### src/rtl/csa_pkg.sv
// csa_pkg: shared op encoding and default geometry for the pipelined carry-select adder
package csa_pkg;
    localparam logic OP_ADD    = 1'b0;
    localparam logic OP_SUB    = 1'b1;
    localparam int   DEF_WIDTH = 32;
    localparam int   DEF_BLK   = 8;
endpackage

### src/rtl/csa_block.sv
// csa_block: BLK-bit adder with two ripple chains (carry-in 0 and 1); the
// incoming carry selects the precomputed sum and carry-out.
module csa_block
    import csa_pkg::*;
#(
    parameter int BLK = DEF_BLK
) (
    input  logic [BLK-1:0] a,
    input  logic [BLK-1:0] b,
    input  logic           op,
    input  logic           cin,
    output logic [BLK-1:0] s,
    output logic           cout
);
    logic [BLK-1:0] be, s0, s1;
    logic [BLK:0]   c0, c1;

    always_comb begin
        be = (op == OP_SUB) ? ~b : b;
        s0 = '0;
        s1 = '0;
        c0 = {{BLK{1'b0}}, 1'b0};
        c1 = {{BLK{1'b0}}, 1'b1};
        for (int i = 0; i < BLK; i++) begin
            s0[i]   = a[i] ^ be[i] ^ c0[i];
            c0[i+1] = (a[i] & be[i]) | (c0[i] & (a[i] ^ be[i]));
            s1[i]   = a[i] ^ be[i] ^ c1[i];
            c1[i+1] = (a[i] & be[i]) | (c1[i] & (a[i] ^ be[i]));
        end
    end

    assign s    = cin ? s1 : s0;
    assign cout = cin ? c1[BLK] : c0[BLK];
endmodule

### src/rtl/pipe_csa_adder.sv
// pipe_csa_adder: NBLK-stage pipelined carry-select adder/subtractor; stage k
// resolves block k, with valid/ready flow control that freezes the whole pipe on stall.
module pipe_csa_adder
    import csa_pkg::*;
#(
    parameter int WIDTH = DEF_WIDTH,
    parameter int BLK   = DEF_BLK
) (
    input  logic             clk,
    input  logic             rst_n,
    input  logic             in_valid,
    output logic             in_ready,
    input  logic [WIDTH-1:0] A,
    input  logic [WIDTH-1:0] B,
    input  logic             Cin,
    input  logic             op,
    output logic             out_valid,
    input  logic             out_ready,
    output logic [WIDTH-1:0] Sum,
    output logic             Cout,
    output logic             Ovf
);
    localparam int NBLK = WIDTH / BLK;

    if (WIDTH % BLK != 0) begin : g_geom_err
        $error("pipe_csa_adder: WIDTH must be a multiple of BLK");
    end

    logic stall;

    for (genvar k = 0; k < NBLK; k++) begin : g_stg
        logic [WIDTH-1:0] xi, yi, xn;
        logic             vi, ci, oi, sc;
        logic [BLK-1:0]   s;
        // x holds resolved sum bits below block k and raw A bits above it
        logic [WIDTH-1:0] x, y;
        logic             v, c, o;
        if (k == 0) begin : g_in
            assign xi = A;
            assign yi = B;
            assign vi = in_valid;
            assign oi = op;
            assign ci = (op == OP_SUB) ? 1'b1 : Cin;
        end else begin : g_chain
            assign xi = g_stg[k-1].x;
            assign yi = g_stg[k-1].y;
            assign vi = g_stg[k-1].v;
            assign oi = g_stg[k-1].o;
            assign ci = g_stg[k-1].c;
        end
        csa_block #(.BLK(BLK)) u_blk (
            .a    (xi[k*BLK +: BLK]),
            .b    (yi[k*BLK +: BLK]),
            .op   (oi),
            .cin  (ci),
            .s    (s),
            .cout (sc)
        );
        always_comb begin
            xn = xi;
            xn[k*BLK +: BLK] = s;
        end
        always_ff @(posedge clk or negedge rst_n) begin
            if (!rst_n) begin
                x <= '0;
                y <= '0;
                v <= 1'b0;
                c <= 1'b0;
                o <= 1'b0;
            end else if (!stall) begin
                x <= xn;
                y <= yi;
                v <= vi;
                c <= sc;
                o <= oi;
            end
        end
    end

    logic ae, be, ovf_n, ovf_q;
    assign ae    = g_stg[NBLK-1].xi[WIDTH-1];
    assign be    = g_stg[NBLK-1].yi[WIDTH-1] ^ (g_stg[NBLK-1].oi == OP_SUB);
    assign ovf_n = (ae == be) && (g_stg[NBLK-1].s[BLK-1] != ae);

    always_ff @(posedge clk or negedge rst_n) begin
        if (!rst_n)
            ovf_q <= 1'b0;
        else if (!stall)
            ovf_q <= ovf_n;
    end

    logic unused_tail;
    assign unused_tail = ^{g_stg[NBLK-1].y, g_stg[NBLK-1].o};

    assign stall     = g_stg[NBLK-1].v && !out_ready;
    assign in_ready  = !stall;
    assign out_valid = g_stg[NBLK-1].v;
    assign Sum       = g_stg[NBLK-1].x;
    assign Cout      = g_stg[NBLK-1].c;
    assign Ovf       = ovf_q;
endmodule

### config.mk
export PLATFORM = sky130hd
export DESIGN_NAME = pipe_csa_adder
export DESIGN_NICKNAME = d
export VERILOG_FILES = /design/src/rtl/csa_pkg.sv /design/src/rtl/csa_block.sv /design/src/rtl/pipe_csa_adder.sv
export SDC_FILE = /design/constraint.sdc
export NUM_CORES = 1
export LEC_CHECK = 0
export ABC_AREA = 1
export BUFFER_PORTS_ARGS = -buffer_cell sky130_fd_sc_hd__buf_2
export CAP_MARGIN = 10
export CORE_MARGIN = 4
export CORE_UTILIZATION = 45
export DETAILED_ROUTE_END_ITERATION = 10
export HOLD_SLACK_MARGIN = 0.1
export MAX_ROUTING_LAYER = met4
export PLACE_DENSITY = 0.69
export SYNTH_ARGS = -nofsm -noshare
export SYNTH_HDL_FRONTEND = slang
export SYNTH_SLANG_ARGS = --single-unit
### constraint.sdc
create_clock -name clk -period 9.9 [get_ports clk]
set_input_delay 0.495 -clock clk [delete_from_list [all_inputs] [get_ports clk]]
set_output_delay 0.495 -clock clk [all_outputs]
set_load 0.01 [all_outputs]
# Word-level counts from Yosys, hierarchy flattened
# Index checks and enable logic that the tools add are counted.
totals:
  regBits: 236
  out_inout_bits: 36
  input_bits: 70
classes:
  n_mux: 13
  reduce_logical: 4
  n_bitwise: 245
  n_eq_ne: 2
op_table:
  columns: ["operator", "n"]
  rows:
  - ["XOR 1 bit", 89]
  - ["bitwise AND 1 bit", 88]
  - ["2-to-1 mux 8 bit", 8]
  - ["OR 1 bit", 60]
  - ["NOT 8 bit", 4]
  - ["2-to-1 mux 1 bit", 5]
  - ["NOT 1 bit", 4]
  - ["logical AND 1 bit", 2]
  - ["zero test 1 bit", 2]
  - ["== test 1 bit", 1]
  - ["!= test 1 bit", 1]

# Longest topological paths before layout
# Gate-level depths: netlist (run 1).
logic_depth:
  depth_word: 20
  ltp_mapped: 20
  mapped_depth_nobuf: 19

# By module
# A second synthesis (run 1) with hierarchy kept.
hier_totals:
  cells_unflattened: 1038
  hier_area_um2: 8795.9
by_module_without_submodules:
  columns: ["mod", "instances", "area_per_inst_um2", "seq_area_each_um2", "cells_each"]
  rows:
  - ["pipe_csa_adder", 1, 7229.4, 4704.5, 770]
  - ["csa_block", 4, 391.6, 0.0, 67]

# Least setup slack after synthesis (run 1)
# OpenSTA, ideal clock, no wires.
synth_timing:
  kind: "register -> register"
  from: "register g_stg[0].o"
  to: "register g_stg[1].x[15]"
  setup_ns: 0.116
  t_required_ns: 9.784
  setup_slack_ns: 5.899
  path_buffers: 1
  stages_incl_launch_ff: 16
  arrival_time_ns: 3.885
  path_cell_list: "dfrtp_1 buf_2 xnor2_1 ha_1 nand2_1 o21ai_0 fa_1 fa_1 fa_1 fa_1 fa_1 fa_1 inv_1 fa_1 nand2_1 nand2_1"
synth_between:
  elab_chain_cells: 17
  word_cells_on_any_way: 44
synth_rtl:
  columns: ["item", "line", "text"]
  rows:
  - ["start, declared", "pipe_csa_adder.sv:37", "logic v, c, o;"]
  - ["start signal, assigned", "pipe_csa_adder.sv:75", "o <= oi;"]
  - ["2-to-1 mux 8 bit *", "csa_block.sv:19", "be = (op == OP_SUB) ? ~b : b;"]
  - ["bitwise AND 1 bit / XOR 1 bit (equally long branches)", "csa_block.sv:26, csa_block.sv:28", null]
  - ["OR 1 bit", "csa_block.sv:28", "c1[i+1] = (a[i] & be[i]) | (c1[i] & (a[i] ^ be[i]));"]
  - ["bitwise AND 1 bit", "csa_block.sv:28", null]
  - ["OR 1 bit", "csa_block.sv:28", null]
  - ["bitwise AND 1 bit", "csa_block.sv:28", null]
  - ["OR 1 bit", "csa_block.sv:28", null]
  - ["bitwise AND 1 bit", "csa_block.sv:28", null]
  - ["(+2 left out)", null, null]
  - ["OR 1 bit", "csa_block.sv:28", null]
  - ["bitwise AND 1 bit", "csa_block.sv:28", null]
  - ["OR 1 bit", "csa_block.sv:28", null]
  - ["bitwise AND 1 bit", "csa_block.sv:28", null]
  - ["OR 1 bit", "csa_block.sv:28", null]
  - ["XOR 1 bit", "csa_block.sv:27", "s1[i] = a[i] ^ be[i] ^ c1[i];"]
  - ["2-to-1 mux 8 bit *", "csa_block.sv:32", "assign s = cin ? s1 : s0;"]
  - ["net g_stg[1].s[7]", "pipe_csa_adder.sv:34", "logic [BLK-1:0] s;"]
  - ["end signal, assigned", "pipe_csa_adder.sv:71", "x <= xn;"]
  - ["end, declared", "pipe_csa_adder.sv:36", "logic [WIDTH-1:0] x, y;"]
# The timed path passes the listed nets; every way through them passes the cells marked *.
# A chain may end at the register's enable or synchronous reset.

# Worst setup path in the final report (run 1)
# Same ends and word-level chain as after synthesis.

==> key figures, run 1 <==
Clock tree
  – Max H-tree Level: 4
  – Clock tree from TritonCTS: done
  – Max clock buf depth: 2
  – Num CTS Buffers: 17
  – Cts-stage hold buffer count: 0
  – Clock Root Buffer: clkbuf_16
  – Number of setup buffers added after CTS: 0
  – Count of clock tree sinks: about 190
  – Cts repair resizes: 0
  – Clock transition at path regs: about 0.07 ns
  – Clock latency at the later pin of the worst-skew pair: between 0.4 and 0.5 ns

Final layout
  – Utilization of the core after routing: between 50 and 60%
  – Total area of sequential cells: ~4700 sq um
  – Final net count: roughly 1.1k
  – Count of inserted antenna diode cells: 0
  – Design Area, Final: 9400 sq um
  – Filler cell count: ~1.7k
  – Multi-input gate area: 2970 sq um
  – Share of layout cells above drive strength 1: about 15%
  – Layout area overhead: 14.9%
  – Final standard cell count with taps included and fillers excluded: 1191

Run status
  – Outcome: finished, final reports clean

Timing
  – Number of failing setup endpoints in the final timing report: 0
  – Final Critical Period: between 4 and 5 ns
  – Relative slew slack: 30.9%
  – Worst-margin pin slew: roughly 1.0 ns
  – Worst hold margin: 0.224 ns
  – Setup TNS Final: 0 ns
  – Final-report hold violation count: 0
  – Maximum clock rate: 235 MHz
  – Max Slew Vio Count: 0
  – Fin crit share: between 40% and 50%
  – Post-route clock skew: ~0.006 ns
  – RSZ-0062 raised after global routing: false
  – Final Worst Setup Slack: ~5.6 ns

Synthesis
  – Yosys synthesis warning count: 0
  – Average size of a mapped cell: between 9 and 10 sq um
  – Synth cell types: 17
  – Count of state elements after synthesis: 188
  – Netlist Area Pre-Place: 8180 sq um
  – Cell type with the highest aggregate area in the netlist: dfrtp_1
  – Proportion of netlist area held by the largest area contributor: between 50% and 60%
  – Synth Instances: 866
  – Cell types occupying the most area after synthesis: dfrtp_1 (58%), nand2_1 (18%), fa_1 (6.9%)
  – Post-synthesis sequential area ratio: about 58%
  – Total nets after synthesis: roughly 1000

Setup path
  – CP startpoint kind: flop
  – Category of the critical setup timing path: flop to flop
  – Worst path arrival time: 4.57 ns
  – Worst Path Required: ~10 ns
  – Crit path max fanout: 9
  – Crit end category: flop

Hold path
  – Worst hold-check path type: input port to asynchronous set/reset pin

Die
  – Overall die area: between 20000 and 25000 sq um
  – Rows: just under 50
  – Number of top-level pins: ~110
  – Initial cell density of the core: between 40 and 50%
  – Die extent in x: 143 microns
  – Vertical die dimension: 143 microns
  – Core Box Area: ~18000 sq um

Place
  – Port bufs: ~110
  – Cell Count Post-Placement: between 1k and 1.5k
  – Setup Slack @ Placement: around 5.6 ns
  – Final estimated routing congestion in global placement: approximately 0.8
  – Placed cell area: slightly below 9000 sq um
  – Placed wire-length estimate after detailed placement: 9.73 mm

Global route
  – Largest net degree at the start of global routing: around 120
  – Via count of the first global-routing pass: around 5.3k
  – Remaining global-route overflow: 0
  – Total GRT Usage: between 10% and 20%
  – Wire length of the first global-routing pass: 25.8 mm
  – Number of antenna violations at the first check in global routing: 0

Routing
  – Detailed-router iteration count before antenna repair: 4
  – Via Count: 5422
  – Vias/cell: 4.55
  – Post-route DRC: 0
  – DR iter-0 viols: 296
  – DR WL/cell: between 10 and 15 microns
  – Remaining number of nets flagged by the antenna check after routing: 0
  – Total Routed Length: between 15 and 20 mm

Pwr
  – VDD IR max: between 0.1 and 0.15 mV
  – Leakage: a little under 5 nW
  – Final Power: around 3.1 mW
  – PwrDens: approximately 330 nW/um^2

Flow run
  – Max-cap check violation count: 0
-- final cells by class --
class / instances / share of cell area, %
Timing Repair Buffer: 109 / 6.00
Inverter: 70 / 2.80
Sequential cell: 188 / 50.1
Clock buffer: 19 / 4.82
Tap cell: 229 / 3.05
Clock inverter: 12 / 1.72
Multi-Input combinational cell: 564 / 31.6
-- cells in the mapped netlist, drive strengths merged --
| master | number |
|---|---|
| clkbuf | 8 |
| buf | 36 |
| nor2 | 5 |
| dfrtp | 188 |
| nand3 | 4 |
| xnor2 | 26 |
| o21ai | 95 |
| xor2 | 6 |
| nand2 | 388 |
| fa | 28 |
| ha | 9 |
| inv | 70 |
| or2 | 3 |
-- power by group --
group,internal [mW],total [mW],switching [mW]
clock,0.413,0.707,0.294
sequential,1.11,1.30,0.190
combinational,0.451,1.09,0.640
total,1.97,3.10,1.12
-- sequential cells by signal, indices dropped and copies added, names as in the netlist --
name,flops
Ovf,1
g_stg.x,96
Cout,1
g_stg.c,3
Sum,32
g_stg.o,3
g_stg.v,3
g_stg.y,48
out_valid,1
-- worst max-delay path, stage by stage (launching register included) --
cell and delay (ns):
dfrtp_1 0.60, xnor2_1 0.17, ha_1 0.20, nand2_1 0.05
o21ai_0 0.12, fa_1 0.45, fa_1 0.39, fa_1 0.39
fa_1 0.39, fa_1 0.39, fa_1 0.36, inv_1 0.08
fa_1 0.42, nand2_1 0.08, nand2_1 0.06
-- path summary, 6_finish.rpt --
path	from	end	slack, ns	depth (start not counted)
min reg2reg	g_stg[2].v$_DFFE_PN0N_	out_valid$_DFFE_PN0N_	0.45	2
min	rst_n	g_stg[0].y[18]$_DFFE_PN0N_	0.22	1
max	g_stg[0].o$_DFFE_PN0N_	g_stg[1].x[15]$_DFFE_PN0N_	5.64	14
max reg2reg	g_stg[0].o$_DFFE_PN0N_	g_stg[1].x[15]$_DFFE_PN0N_	5.64	14
min in group clk	A[26]	g_stg[0].x[26]$_DFFE_PN0N_	0.27	3
max in group asynchronous	rst_n	Sum[7]$_DFFE_PN0N_	8.28	2
-- kinds of logic (layout without fill, tap and decap cells) --
group / Yosys count / after routing / synth area share [%]
fa+ha+maj: 37 / 37 / 8.23
flops: 188 / 188 / 57.5
buf+inv: 114 / 210 / 6.36
compound gates: 95 / 95 / 5.81
simple gates: 400 / 400 / 18.6
xor+xnor: 32 / 32 / 3.43
-- layer usage --
metal / up-vias / wire, microns / track usage (%)
met5: - / 0 / -
met4: 0 / 273 / 5.60
met3: 20 / 540 / 3.38
met2: 74 / 7130 / 24.9
met1: 2535 / 7130 / 21.8
li1: 2793 / - / -
-- cells in the final DEF, fill, tap and decap left out, types with 3 or more instances in the layout --
cell type	count
nand2_1	387
dfrtp_1	188
buf_2	104
o21ai_0	90
inv_1	70
fa_1	28
xnor2_1	26
clkbuf_16	17
ha_1	9
xor2_1	6
o21ai_1	5
nand3_1	4
nor2_1	4
buf_4	4
or2_2	3
bufinv_16	3
clkbuf_8	3
Power figures use the tool's default switching activity.
==> run 2, diff against run 1 <==
Clock period 9.9 ns to 4.1 ns, I/O delays scaled along.
==> key figures, run 2 (same netlist as run 1, synthesis figures left out) <==
Pwr
  – Net switching power: 2.71 mW (+140%)
  – Share of total power in the clock network: 21.6% (-1.2 points)
  – Internal Pwr Total: 4.75 mW (+140%)
  – Power share of the combinational group: 37.0% (+1.8 points)
  – VDD IR max: 0.353 mV (+140%)
  – PwrDens: 749 nW/um^2 (+130%)
  – Leakage: 5.13 nW (+4.7%)
  – Net switching share of the total power: 36.3% (+0.046 points)
  – Relative contribution of sequential cells to total power: 41.4% (-0.5 points)

Setup path
  – CP startpoint kind: flop
  – Worst path arrival time: 4.22 ns (-0.35 ns)
  – Reg-to-reg critical path endpoint: g_stg[1].x[15]$_DFFE_PN0N_
  – Crit path max fanout: 2 (-7)
  – Category of the critical setup timing path: flop to flop
  – Startpoint of the most critical setup path: g_stg[0].y[8]$_DFFE_PN0N_
  – Reg2reg path depth: 14 (unchanged)
  – Register-to-register setup slack: 0.19 ns (-5.45 ns)
  – Reg-to-Reg Start: g_stg[0].y[8]$_DFFE_PN0N_
  – Crit end category: flop
  – Worst Path Required: 4.41 ns (-5.80 ns)

Die
  – Core Box Area: 17900 sq um (unchanged)
  – Number of top-level pins: 106 (unchanged)
  – Rows: 49 (unchanged)
  – Die extent in x: 143 microns (unchanged)
  – Overall die area: 20400 sq um (unchanged)
  – Vertical die dimension: 143 microns (unchanged)
  – Initial cell density of the core: 45.7% (unchanged)

Timing
  – Relative slew slack: 31.7% (+0.79 points)
  – Number of failing setup endpoints in the final timing report: 0 (unchanged)
  – Max Slew Vio Count: 0 (unchanged)
  – Maximum clock rate: 256 MHz (+8.9%)
  – Post-route clock skew: 0.00822 ns (+0.00238 ns)
  – RSZ-0062 raised after global routing: false
  – Final Critical Period: 3.91 ns (-0.348 ns)
  – Setup TNS Final: 0 ns (unchanged)
  – Final-report hold violation count: 0 (unchanged)
  – Worst-margin pin slew: 1.02 ns (-0.0119 ns)
  – Fin crit share: 95.4% (+52 points)
  – Final Worst Setup Slack: 0.190 ns (-5.45 ns)

Global route
  – Number of antenna violations at the first check in global routing: 0 (unchanged)
  – Total GRT Usage: 16.5% (+0.18 points)
  – Largest net degree at the start of global routing: 190 (+54%)
  – Remaining global-route overflow: 0 (unchanged)
  – Wire length of the first global-routing pass: 26.3 mm (+2.0%)
  – Via count of the first global-routing pass: 5546 (+4.4%)

Final layout
  – Number of flip-flops in the largest register: 96 (unchanged)
  – Share of layout cells above drive strength 1: 15.2% (+0.11 points)
  – Layout area overhead: 21.8%
  – Leading cell type in the layout, fill and taps excluded: nand2_1
  – Filler cell count: 1582 (-8.2%)
  – Top library cells by usage in the layout, fill and taps aside: nand2_1 (387), dfrtp_1 (188), buf_2 (104)
  – Utilization of the core after routing: 55.6% (+3.1 points)
  – Final net count: 1115 (+5.5%)
  – Count of inserted antenna diode cells: 0 (unchanged)
  – Top register by number of flip-flops: g_stg.x

Place
  – Final estimated routing congestion in global placement: 0.759 (-4.0%)
  – Setup Slack @ Placement: 0.0772 ns (-5.56 ns)
  – Port bufs: 105 (unchanged)
  – Placed wire-length estimate after detailed placement: 9.75 mm (+0.16%)

Clock tree
  – Max H-tree Level: 4 (unchanged)
  – Clock Root Buffer: clkbuf_16
  – Num CTS Buffers: 17 (unchanged)
  – Clock tree from TritonCTS: done
  – Clock transition at path regs: 0.07 ns (about the same)
  – Max clock buf depth: 2 (unchanged)
  – Count of clock tree sinks: 188 (unchanged)
  – Clock latency at the later pin of the worst-skew pair: 0.42 ns (about the same)

Hold path
  – Worst Hold Launch: A[7]
  – Worst hold path stage count: 4
  – Worst hold-check path type: input port to flop
  – Endpoint with the worst hold slack: g_stg[0].x[7]$_DFFE_PN0N_

Flow run
  – Max-cap check violation count: 0 (unchanged)

Run status
  – Outcome: finished, final reports clean

Routing
  – Via Count: 5643 (+4.1%)
  – Detailed-router iteration count before antenna repair: 5 (+1)
  – DR iter-0 viols: 232 (-22%)
  – Vias/cell: 4.51 (-0.84%)
  – Post-route DRC: 0 (unchanged)
  – DR WL/cell: 12.2 microns (-3.4%)
  – Remaining number of nets flagged by the antenna check after routing: 0 (unchanged)
  – Total Routed Length: 15.3 mm (+1.4%)
run 2: cell count changes in the layout (fill, tap and decap cells not counted), sizes merged:
cell	change
dlygate4sd3	+51
buf	+7
bufinv	-1
clkbuf	+1
inv	+1
run 2: per-layer routing:
| metal | vias up | part of all wire [%] | GRT usage [%] |
|---|---|---|---|
| met5 | - | 0 | - |
| li1 | 2903 | - | - |
| met1 | 2623 | 46 | 21.2 |
| met2 | 94 | 49 | 26.3 |
| met3 | 23 | 3.4 | 3.55 |
| met4 | 0 | 1.7 | 4.95 |
run 2: cell type report:
| class | instances | area, sq um | share of cell area [%] |
|---|---|---|---|
| clock inverter | 12 | 138 | 1.38 |
| clock buffer | 20 | 437 | 4.38 |
| sequential | 188 | 4700 | 47.2 |
| multi-input combinational | 564 | 2980 | 29.9 |
| timing repair buffer | 167 | 1150 | 11.6 |
| inverter | 70 | 263 | 2.64 |
| tap | 229 | 287 | 2.88 |
run 2: worst max-delay path by stage:
stage / to / cells after the start
after floorplan: g_stg[1].x[15]$_DFFE_PN0N_ / 15
after global placement: g_stg[1].x[15]$_DFFE_PN0N_ / 14
after detailed placement: g_stg[1].x[15]$_DFFE_PN0N_ / 14
after CTS: g_stg[1].x[15]$_DFFE_PN0N_ / 14
after global routing: g_stg[2].x[23]$_DFFE_PN0N_ / 14
final: g_stg[1].x[15]$_DFFE_PN0N_ / 14
run 2: repair_timing:
item / CTS / global route
setup endpoints to repair: 0 / 2
setup buffers: 0 / 0
endpoints found under the hold margin: 153 / 0
resized for setup: 0 / 5
hold buffers: 51 / 0
run 2: per-stage QoR:
| stage | hold WS [ns] | cell area [sq um] | cells | power, mW |
|---|---|---|---|---|
| 3_5_place_dp | 0.360 | 8860 | 1167 | 5.88 |
| 2_1_floorplan | -0.0906 | 8180 | 866 | 5.06 |
| 6_report | 0.175 | 9960 | 1250 | 7.46 |
| 3_3_place_gp | 0.356 | 8860 | 1167 | 5.78 |
| 5_1_grt | 0.212 | 9960 | 1250 | 8.20 |
| 4_1_cts | 0.160 | 9950 | 1250 | 7.59 |
run 2: critical path, stage by stage, from the launching register on:
cell and delay [ns]:
dfrtp_1 0.39, xnor2_1 0.15, ha_1 0.18, nand2_1 0.05
o21ai_0 0.11, fa_1 0.45, fa_1 0.39, fa_2 0.37
fa_2 0.35, fa_1 0.38, fa_1 0.37, inv_1 0.07
fa_1 0.40, nand2_1 0.07, nand2_1 0.07
run 2: power by group through the flow:
| stage | combinational, mW | clock [mW] | sequential, mW |
|---|---|---|---|
| after global placement | 2.68 | 0 | 3.10 |
| after floorplan | 1.94 | 0 | 3.11 |
| after global routing | 3.27 | 1.73 | 3.20 |
| final | 2.76 | 1.61 | 3.09 |
| after CTS | 2.84 | 1.65 | 3.10 |
| after detailed placement | 2.76 | 0 | 3.12 |
